### config.mk
export PLATFORM = sky130hd
export DESIGN_NAME = dwell_timer
export DESIGN_NICKNAME = d
export VERILOG_FILES = /design/src/rtl/dwell_timer.sv
export SDC_FILE = /design/constraint.sdc
export NUM_CORES = 1
export LEC_CHECK = 0
export CORE_MARGIN = 5
export CORE_UTILIZATION = 62
export CTS_BUF_LIST = sky130_fd_sc_hd__clkbuf_2
export CTS_CLUSTER_SIZE = 12
export DETAILED_ROUTE_END_ITERATION = 6
export PLACE_DENSITY = 0.86
export SLEW_MARGIN = 15
export SYNTH_ARGS = -nofsm -noshare
export SYNTH_HDL_FRONTEND = slang
export SYNTH_SLANG_ARGS = --single-unit
### constraint.sdc
create_clock -name i_clk -period 2.3 [get_ports i_clk]
set_input_delay 0.23 -clock i_clk [delete_from_list [all_inputs] [get_ports i_clk]]
set_output_delay 0.23 -clock i_clk [all_outputs]
set_load 0.02 [all_outputs]
### src/rtl/dwell_timer.sv
// rtl/dwell_timer.sv - free-running dwell counter with a 1-clk expire pulse at DWELL-1
module dwell_timer #(
    parameter int DWELL = 12000000
) (
    input  logic i_clk,
    input  logic i_rst,
    input  logic i_ena,
    input  logic i_clr,
    output logic o_expire
);

    localparam int CW = (DWELL > 2) ? $clog2(DWELL) : 1;

    logic [CW-1:0] r_cnt;
    logic          w_at_end;

    assign w_at_end = (r_cnt == CW'(DWELL - 1));
    assign o_expire = i_ena && w_at_end;

    always_ff @(posedge i_clk) begin
        if (i_rst || i_clr) begin
            r_cnt <= '0;
        end else if (i_ena) begin
            r_cnt <= w_at_end ? '0 : r_cnt + 1'b1;
        end
    end

endmodule

==> flow_summary.json, run 1 <==
{
  "path_clk_slew_ps": 190,
  "synthArstFlopShare_pct": 0,
  "power_frac_seq_pct": 71.3,
  "clock_tree.root_cell": "clkbuf_2",
  "first_global_vias": 1166,
  "fin_setup_tns_ps": 0,
  "io_pins": 5,
  "relSlewSlack_pct": 72.0,
  "wl_per_cell_um": 15.4,
  "end_kind": "primary output",
  "r2r_slack_ps": 320,
  "power_density_nw_per_um2": 434,
  "rsz0062_at_grt": "no",
  "ys_seq_elements": 24,
  "clock_power_share_pct": 24.7,
  "synth_cell_types": 35,
  "holdPathStages": 2,
  "routed-via-count": 1152,
  "p_sw_share_pct": 21.0,
  "drive_gt1_share_pct": 13.7,
  "total_power_uw": 588,
  "reg2reg_depth": 7,
  "cts_buffers": 3,
  "row_count": 16,
  "start_util_pct": 64.9,
  "coreArea_um2": 1940,
  "crit_slowest_cell": "or4b_4",
  "power.leakage_nw": 0.391,
  "ant_nets": 0,
  "clk_latency_ps": 310,
  "io_buffers": 4,
  "slew_viol_final": 0,
  "path_class": "reg -> out",
  "arrival_ps": 1890,
  "ys_seq_area_share_pct": 38.1,
  "antenna_cells": 0,
  "layout_common_cells": "24 x dfxtp_1, 13 x a21oi_1, 12 x nand3_1",
  "p_int_uw": 464,
  "drc": 0,
  "clockBufferDepth": 2,
  "synth_cells": 145,
  "area_growth_pct": 7.55,
  "synth_nets": 150,
  "grt_pass1_wl_mm": 5.05,
  "min_from": "r_cnt[23]",
  "worstPathRequired_ps": 2070,
  "grt_overflow": 0,
  "fin_crit_sh_pct": 92.0,
  "hold_class": "reg -> reg",
  "fp.dieH_um": 55.1,
  "layout_commonest_cell": "dfxtp_1",
  "ir_worst_vdd_uv": 384,
  "worst_clock_skew_ps": 2.90,
  "finalNetCount": 160,
  "top_regs": "r_cnt: 24 flops",
  "vias_per_cell": 6.40,
  "largest_reg_flops": 24,
  "clock-sinks": 24,
  "r2r_start": "r_cnt[0]",
  "setup_viol": 0,
  "cp_max_fo": 6,
  "synth_area_per_cell_um2": 8.69,
  "cts_tree": "yes",
  "wl_mm": 2.78,
  "start_kind": "register",
  "tightestPinTransition_ps": 415,
  "hold_viol": 0,
  "cts_max_level": 1,
  "utilization_pct": 69.8,
  "drtIter0Drc": 37,
  "synth-edff-count": 0,
  "regMostFlops": "r_cnt",
  "die_area_um2": 3030,
  "min_to": "r_cnt[23]",
  "ys.warnings.count": 0,
  "clock.fmax_ghz": 0.472,
  "track_usage_pct": 22.6,
  "crit_chain": "nand3_1 > or4b_4 > nor3_1 > clkbuf_2",
  "cp.buffers_inverters": 1,
  "power.switching_uw": 124,
  "status": "finished, final reports clean",
  "synthFlopType": "dfxtp_1",
  "firstDrtPassIters": 4,
  "synth_area_um2": 1260,
  "grt_antenna_before_repair": 0,
  "max_cap_violations": 0,
  "critPathMaxStageDelay_ps": 600,
  "power_frac_comb_pct": 3.9,
  "crit_family": "simple AND/OR/NAND/NOR gates",
  "place.gp.congestion": 0.872,
  "post_cts_buffers": 0,
  "dieWidth_um": 55.1,
  "fin_crit_ps": 2120,
  "dp_hpwl_mm": 2.11,
  "grt_max_degree": 14,
  "r2r_end": "r_cnt[19]"
}
through the flow:
stage	instances	hold slack, ps	setup slack (ps)	cell area (um^2)
detailed placement	177	486	164	1350
CTS	180	506	39.2	1360
global placement	177	473	180	1350
global route	180	555	73.4	1360
finish	180	505	183	1360
floorplan	145	447	530	1260
worst max path at each step:
stage	startpoint	to	slack, ps	cells after the start
finish	r_cnt[16]	o_expire	180	4
global route	r_cnt[17]	o_expire	70	4
CTS	r_cnt[17]	o_expire	40	4
detailed placement	r_cnt[17]	o_expire	160	4
global placement	r_cnt[17]	o_expire	180	4
floorplan	r_cnt[17]	o_expire	530	3
cell usage after synthesis (2+ instances only):
cell type / instances / area share, %
a21oi_1: 13 / 5.2
and3_1: 3 / 1.5
and4_1: 2 / 1.4
and4_2: 2 / 1.6
buf_6: 2 / 1.8
clkbuf_1: 3 / 0.89
dfxtp_1: 24 / 38
inv_1: 3 / 0.89
nand2_1: 7 / 2.1
nand2b_1: 3 / 1.5
nand3_1: 12 / 4.8
nand4_1: 9 / 4.5
nor2_1: 10 / 3.0
nor4_1: 2 / 0.99
o21ai_0: 4 / 1.6
o311ai_0: 3 / 2.1
o31ai_1: 8 / 4.8
or3_1: 5 / 2.5
or4_1: 7 / 4.2
xnor2_1: 3 / 2.1
xor2_1: 6 / 4.2
worst register-to-register path: stages, from the launching register on:
cell,delay (ps)
dfxtp_1,480
ha_1,240
and3_2,230
nand3_1,100
buf_4,160
o31ai_4,340
buf_4,270
a21oi_1,70
metal layers:
layer / part of all wire [%] / GRT usage [%] / up-vias / wire length (um)
li1: - / - / 572 / -
met1: 46 / 27.7 / 545 / 1270
met2: 50 / 39.4 / 31 / 1390
met3: 3.6 / 3.22 / 4 / 100
met4: 0.72 / 9.31 / 0 / 20
met5: 0 / 0 / - / 0
kinds of logic after synthesis:
family	Yosys count	share of synthesized area, %
and+or+nand+nor	71	34.0
xor gates and xnor gates	9	6.26
adders and majority gates	1	0.993
DFF	24	38.1
AOI/OAI and AO/OA	31	16.5
buffers and inverters	9	4.17
cell type report:
type	count	area (um^2)
tap	27	33.8
fill	167	587
timing repair buffer	11	87.6
inverter	3	11.3
multi-input combinational	112	727
sequential	24	480
clock buffer	3	15.0
power by group through the flow:
stage                     clock (mW)  sequential, mW  combinational [mW]
after floorplan                    0           0.427              0.0143
after global placement             0           0.427              0.0227
after detailed placement           0           0.428              0.0232
after CTS                      0.152           0.419              0.0233
after global routing           0.170           0.420              0.0250
final                          0.145           0.419              0.0232
repair_timing:
item / in CTS / in global routing
hold buffers: 0 / 0
gates resized for setup: 1 / 3
setup endpoints to repair: 1 / 1
Power figures use the tool's default switching activity.
==> run 2, diff against run 1 <==
- CTS_CLUSTER_SIZE: 12 -> 40
- PLACE_DENSITY: 0.86 -> 0.81
==> flow_summary.json, run 2 (synthesis results as in run 1) <==
{
  "antenna_cells": 0,
  "tightestPinTransition_ps": 369,
  "clock-sinks": 24,
  "fin_setup_tns_ps": 0,
  "track_usage_pct": 21.0,
  "path_class": "reg -> out",
  "hold_buffers": 0,
  "hold_viol": 0,
  "p_int_uw": 469,
  "cp_max_fo": 6,
  "worst_clock_skew_ps": 4.02,
  "io_buffers": 4,
  "dp_slack_ps": 158,
  "power.leakage_nw": 0.397,
  "p_sw_share_pct": 22.2,
  "start_util_pct": 64.9,
  "relSlewSlack_pct": 75.1,
  "firstDrtPassIters": 4,
  "power_density_nw_per_um2": 441,
  "holdPathStages": 2,
  "r2r_end": "r_cnt[15]",
  "largest_reg_flops": 24,
  "clock_power_share_pct": 26.2,
  "grt_max_degree": 18,
  "clockBufferDepth": 2,
  "fin_cells": 182,
  "worstPathRequired_ps": 2070,
  "vias_per_cell": 6.37,
  "arrival_ps": 1890,
  "layout_commonest_cell": "dfxtp_1",
  "path_clk_slew_ps": 210,
  "coreArea_um2": 1940,
  "min_from": "r_cnt[23]",
  "min_to": "r_cnt[23]",
  "first_global_vias": 1115,
  "dieWidth_um": 55.1,
  "grt_pass1_wl_mm": 4.63,
  "clock.fmax_ghz": 0.471,
  "power.switching_uw": 134,
  "power_frac_seq_pct": 69.5,
  "row_count": 16,
  "finalNetCount": 161,
  "grt_overflow": 0,
  "rsz0062_at_grt": "no",
  "fin_crit_ps": 2120,
  "layout_common_cells": "24 x dfxtp_1, 13 x a21oi_1, 12 x nand3_1",
  "ant_nets": 0,
  "drive_gt1_share_pct": 14.2,
  "die_area_um2": 3030,
  "wl_mm": 2.63,
  "hold_class": "reg -> reg",
  "routed-via-count": 1159,
  "r2r_start": "r_cnt[2]",
  "status": "finished, final reports clean",
  "dp_hpwl_mm": 1.97,
  "io_pins": 5,
  "clk_latency_ps": 330,
  "ir_worst_vdd_uv": 356,
  "fin_crit_sh_pct": 92.2,
  "area_growth_pct": 8.44,
  "r2r_slack_ps": 450,
  "drtIter0Drc": 29,
  "top_regs": "r_cnt: 24 flops",
  "cts_max_level": 1,
  "power_frac_comb_pct": 4.4,
  "place_inst": 178,
  "slew_viol_final": 0,
  "regMostFlops": "r_cnt",
  "place.gp.congestion": 0.835,
  "reg2reg_depth": 4,
  "cts_buffers": 3,
  "fp.dieH_um": 55.1,
  "end_kind": "primary output",
  "cts_tree": "yes",
  "max_cap_violations": 0,
  "clock_tree.root_cell": "clkbuf_2",
  "start_kind": "register",
  "setup_viol": 0,
  "setup_slack_ps": 178,
  "grt_antenna_before_repair": 0,
  "wl_per_cell_um": 14.4,
  "drc": 0
}
[run 2: cell count changes in the layout (fill, tap and decap cells not counted)]
cell and delta:
buf_4 +1, clkinv_1 +1
[run 2: worst max-delay path, cell delays in order (launching register included)]
cell and delay [ps]:
dfxtp_1 430, nand3_1 150, or4b_4 590, nor3_1 190, clkbuf_2 200
[run 2: metal layers]
metal / routed length (um) / GRT usage, %
met5: 0 / 0
met4: 46 / 12.1
met3: 104 / 3.49
met2: 1340 / 37.6
met1: 1140 / 23.3
[run 2: worst max path at each step]
stage | to | startpoint | slack [ps] | cells after the start
after floorplan | o_expire | r_cnt[17] | 530 | 3
after global placement | o_expire | r_cnt[17] | 170 | 4
after detailed placement | o_expire | r_cnt[17] | 160 | 4
after CTS | o_expire | r_cnt[16] | 20 | 4
after global routing | o_expire | r_cnt[17] | 60 | 4
final | o_expire | r_cnt[16] | 180 | 4
[run 2: power groups by stage]
stage	Clock (mW)	Sequential [mW]	Combinational (mW)
3_3_place_gp	0	0.427	0.0254
2_1_floorplan	0	0.427	0.0143
5_1_grt	0.184	0.419	0.0287
6_report	0.158	0.419	0.0263
3_5_place_dp	0	0.427	0.0261
4_1_cts	0.165	0.419	0.0262
[run 2: area by class of cell]
cell class	count	area, um^2
clock buffer	3	15.0
multi-input combinational	112	727
fill	172	576
inverter	3	11.3
sequential	24	480
clock inverter	1	3.75
timing repair buffer	12	95.1
tap	27	33.8
[run 2: timing repair]
action | in CTS | in global routing
resized for setup | 1 | 3
setup buffers | 0 | 0
setup endpoints to repair | 1 | 1
[run 2: per-stage QoR]
| step | utilization [%] | power [mW] | hold WS [ps] | area [um^2] |
|---|---|---|---|---|
| after global placement | 69.7 | 0.452 | 473 | 1350 |
| final | 70.4 | 0.603 | 505 | 1370 |
| after CTS | 70.6 | 0.610 | 501 | 1370 |
| after detailed placement | 69.7 | 0.453 | 473 | 1350 |
| after global routing | 70.4 | 0.632 | 542 | 1370 |
| after floorplan | - | 0.441 | 447 | 1260 |
==> run 3, diff against run 2 <==
- CORE_MARGIN: 5 -> default
- SLEW_MARGIN: 15 -> 20
==> flow_summary.json, run 3 (synthesis results as in run 1) <==
{
  "worstPathRequired_ps": 2070,
  "drive_gt1_share_pct": 14.3,
  "status": "finished, final reports clean",
  "finalNetCount": 160,
  "arrival_ps": 1890,
  "cts_buffers": 3,
  "coreArea_um2": 1820,
  "largest_reg_flops": 24,
  "path_class": "reg -> out",
  "hold_slack_ps": 509,
  "area_growth_pct": 7.75,
  "hold_class": "reg -> reg",
  "fin_crit_sh_pct": 92.2,
  "firstDrtPassIters": 6,
  "fp.dieH_um": 47.1,
  "clockBufferDepth": 2,
  "routed-via-count": 1163,
  "grt_antenna_before_repair": 0,
  "regMostFlops": "r_cnt",
  "io_pins": 5,
  "wl_per_cell_um": 15.1,
  "tightestPinTransition_ps": 405,
  "setup_slack_ps": 179,
  "path_clk_slew_ps": 200,
  "grt_pass1_wl_mm": 4.35,
  "layout_commonest_cell": "dfxtp_1",
  "place.gp.congestion": 0.781,
  "ant_nets": 0,
  "utilization_pct": 74.6,
  "row_count": 15,
  "clk_latency_ps": 350,
  "drtIter0Drc": 37,
  "dp_hpwl_mm": 1.93,
  "r2r_end": "r_cnt[3]",
  "relSlewSlack_pct": 72.7,
  "fin_cells": 179,
  "r2r_slack_ps": 450,
  "dieWidth_um": 47.1,
  "worst_clock_skew_ps": 15.3,
  "post_cts_buffers": 0,
  "first_global_vias": 1028,
  "top_regs": "r_cnt: 24 flops",
  "place_inst": 175,
  "reg2reg_depth": 7,
  "dp_slack_ps": 140,
  "die_area_um2": 2220,
  "clock_tree.root_cell": "clkbuf_2",
  "setup_viol": 0,
  "start_util_pct": 69.2,
  "ir_worst_vdd_uv": 334,
  "track_usage_pct": 28.3,
  "cp_max_fo": 5,
  "grt_overflow": 0,
  "slew_viol_final": 0,
  "r2r_start": "r_cnt[1]",
  "wl_mm": 2.69,
  "grt_max_degree": 18,
  "max_cap_violations": 0,
  "end_kind": "primary output",
  "clock.fmax_ghz": 0.471,
  "antenna_cells": 0,
  "io_buffers": 4,
  "power_density_nw_per_um2": 448,
  "clock-sinks": 24,
  "rsz0062_at_grt": "no",
  "crit_end": "o_expire",
  "drc": 0,
  "start_kind": "register",
  "cts_max_level": 1,
  "vias_per_cell": 6.50,
  "fin_setup_tns_ps": 0,
  "layout_common_cells": "23 x dfxtp_1, 13 x a21oi_1, 12 x nand3_1",
  "startpoint": "r_cnt[17]",
  "cts_tree": "yes",
  "hold_viol": 0,
  "power.leakage_nw": 0.393,
  "fin_crit_ps": 2120
}
-- run 3: cell count changes in the layout (fill, tap and decap cells not counted), sizes merged --
cell,delta
buf,-1
-- run 3: area by class of cell --
cell class	instances	area [um^2]
Timing Repair Buffer	11	87.6
Tap cell	25	31.3
Inverter	3	11.3
Clock buffer	3	15.0
Clock inverter	1	3.75
Sequential cell	24	482
Multi-Input combinational cell	112	727
Fill cell	138	463
-- run 3: worst max-delay path: stages, from the launching register on --
cell,delay [ps]
dfxtp_1,430
nand3_1,140
or4b_4,580
nor3_1,190
clkbuf_2,200
-- run 3: how the worst min path moves through the flow --
stage                         start         to  cells past startpoint
after floorplan           r_cnt[23]  r_cnt[23]                      2
after global placement    r_cnt[15]  r_cnt[15]                      2
after detailed placement  r_cnt[18]  r_cnt[18]                      2
after CTS                 r_cnt[18]  r_cnt[18]                      2
after global routing      r_cnt[23]  r_cnt[23]                      2
final                     r_cnt[18]  r_cnt[18]                      2
-- run 3: routing by layer --
metal	vias to the layer above	global-route usage, %	part of all wire [%]
met5	-	0	0
met1	555	32.3	43
met3	10	6.92	4.1
met4	0	12.0	2.9
met2	26	50.0	50
li1	572	-	-
-- run 3: what timing repair did --
action,in CTS,in global routing
hold buffers,0,0
setup endpoints to repair,1,1
resized for setup,1,4
-- run 3: metrics by stage --
| stage | power, mW | area, um^2 |
|---|---|---|
| CTS | 0.612 | 1360 |
| detailed placement | 0.452 | 1340 |
| floorplan | 0.441 | 1260 |
| global placement | 0.451 | 1340 |
| finish | 0.608 | 1360 |
| global route | 0.626 | 1360 |
-- run 3: report_power, final --
part	leakage (nW)	switching [mW]	internal, mW	total (mW)
sequential	0.194	0.000826	0.418	0.419
clock	0.0140	0.126	0.0377	0.163
combinational	0.185	0.0135	0.0121	0.0257
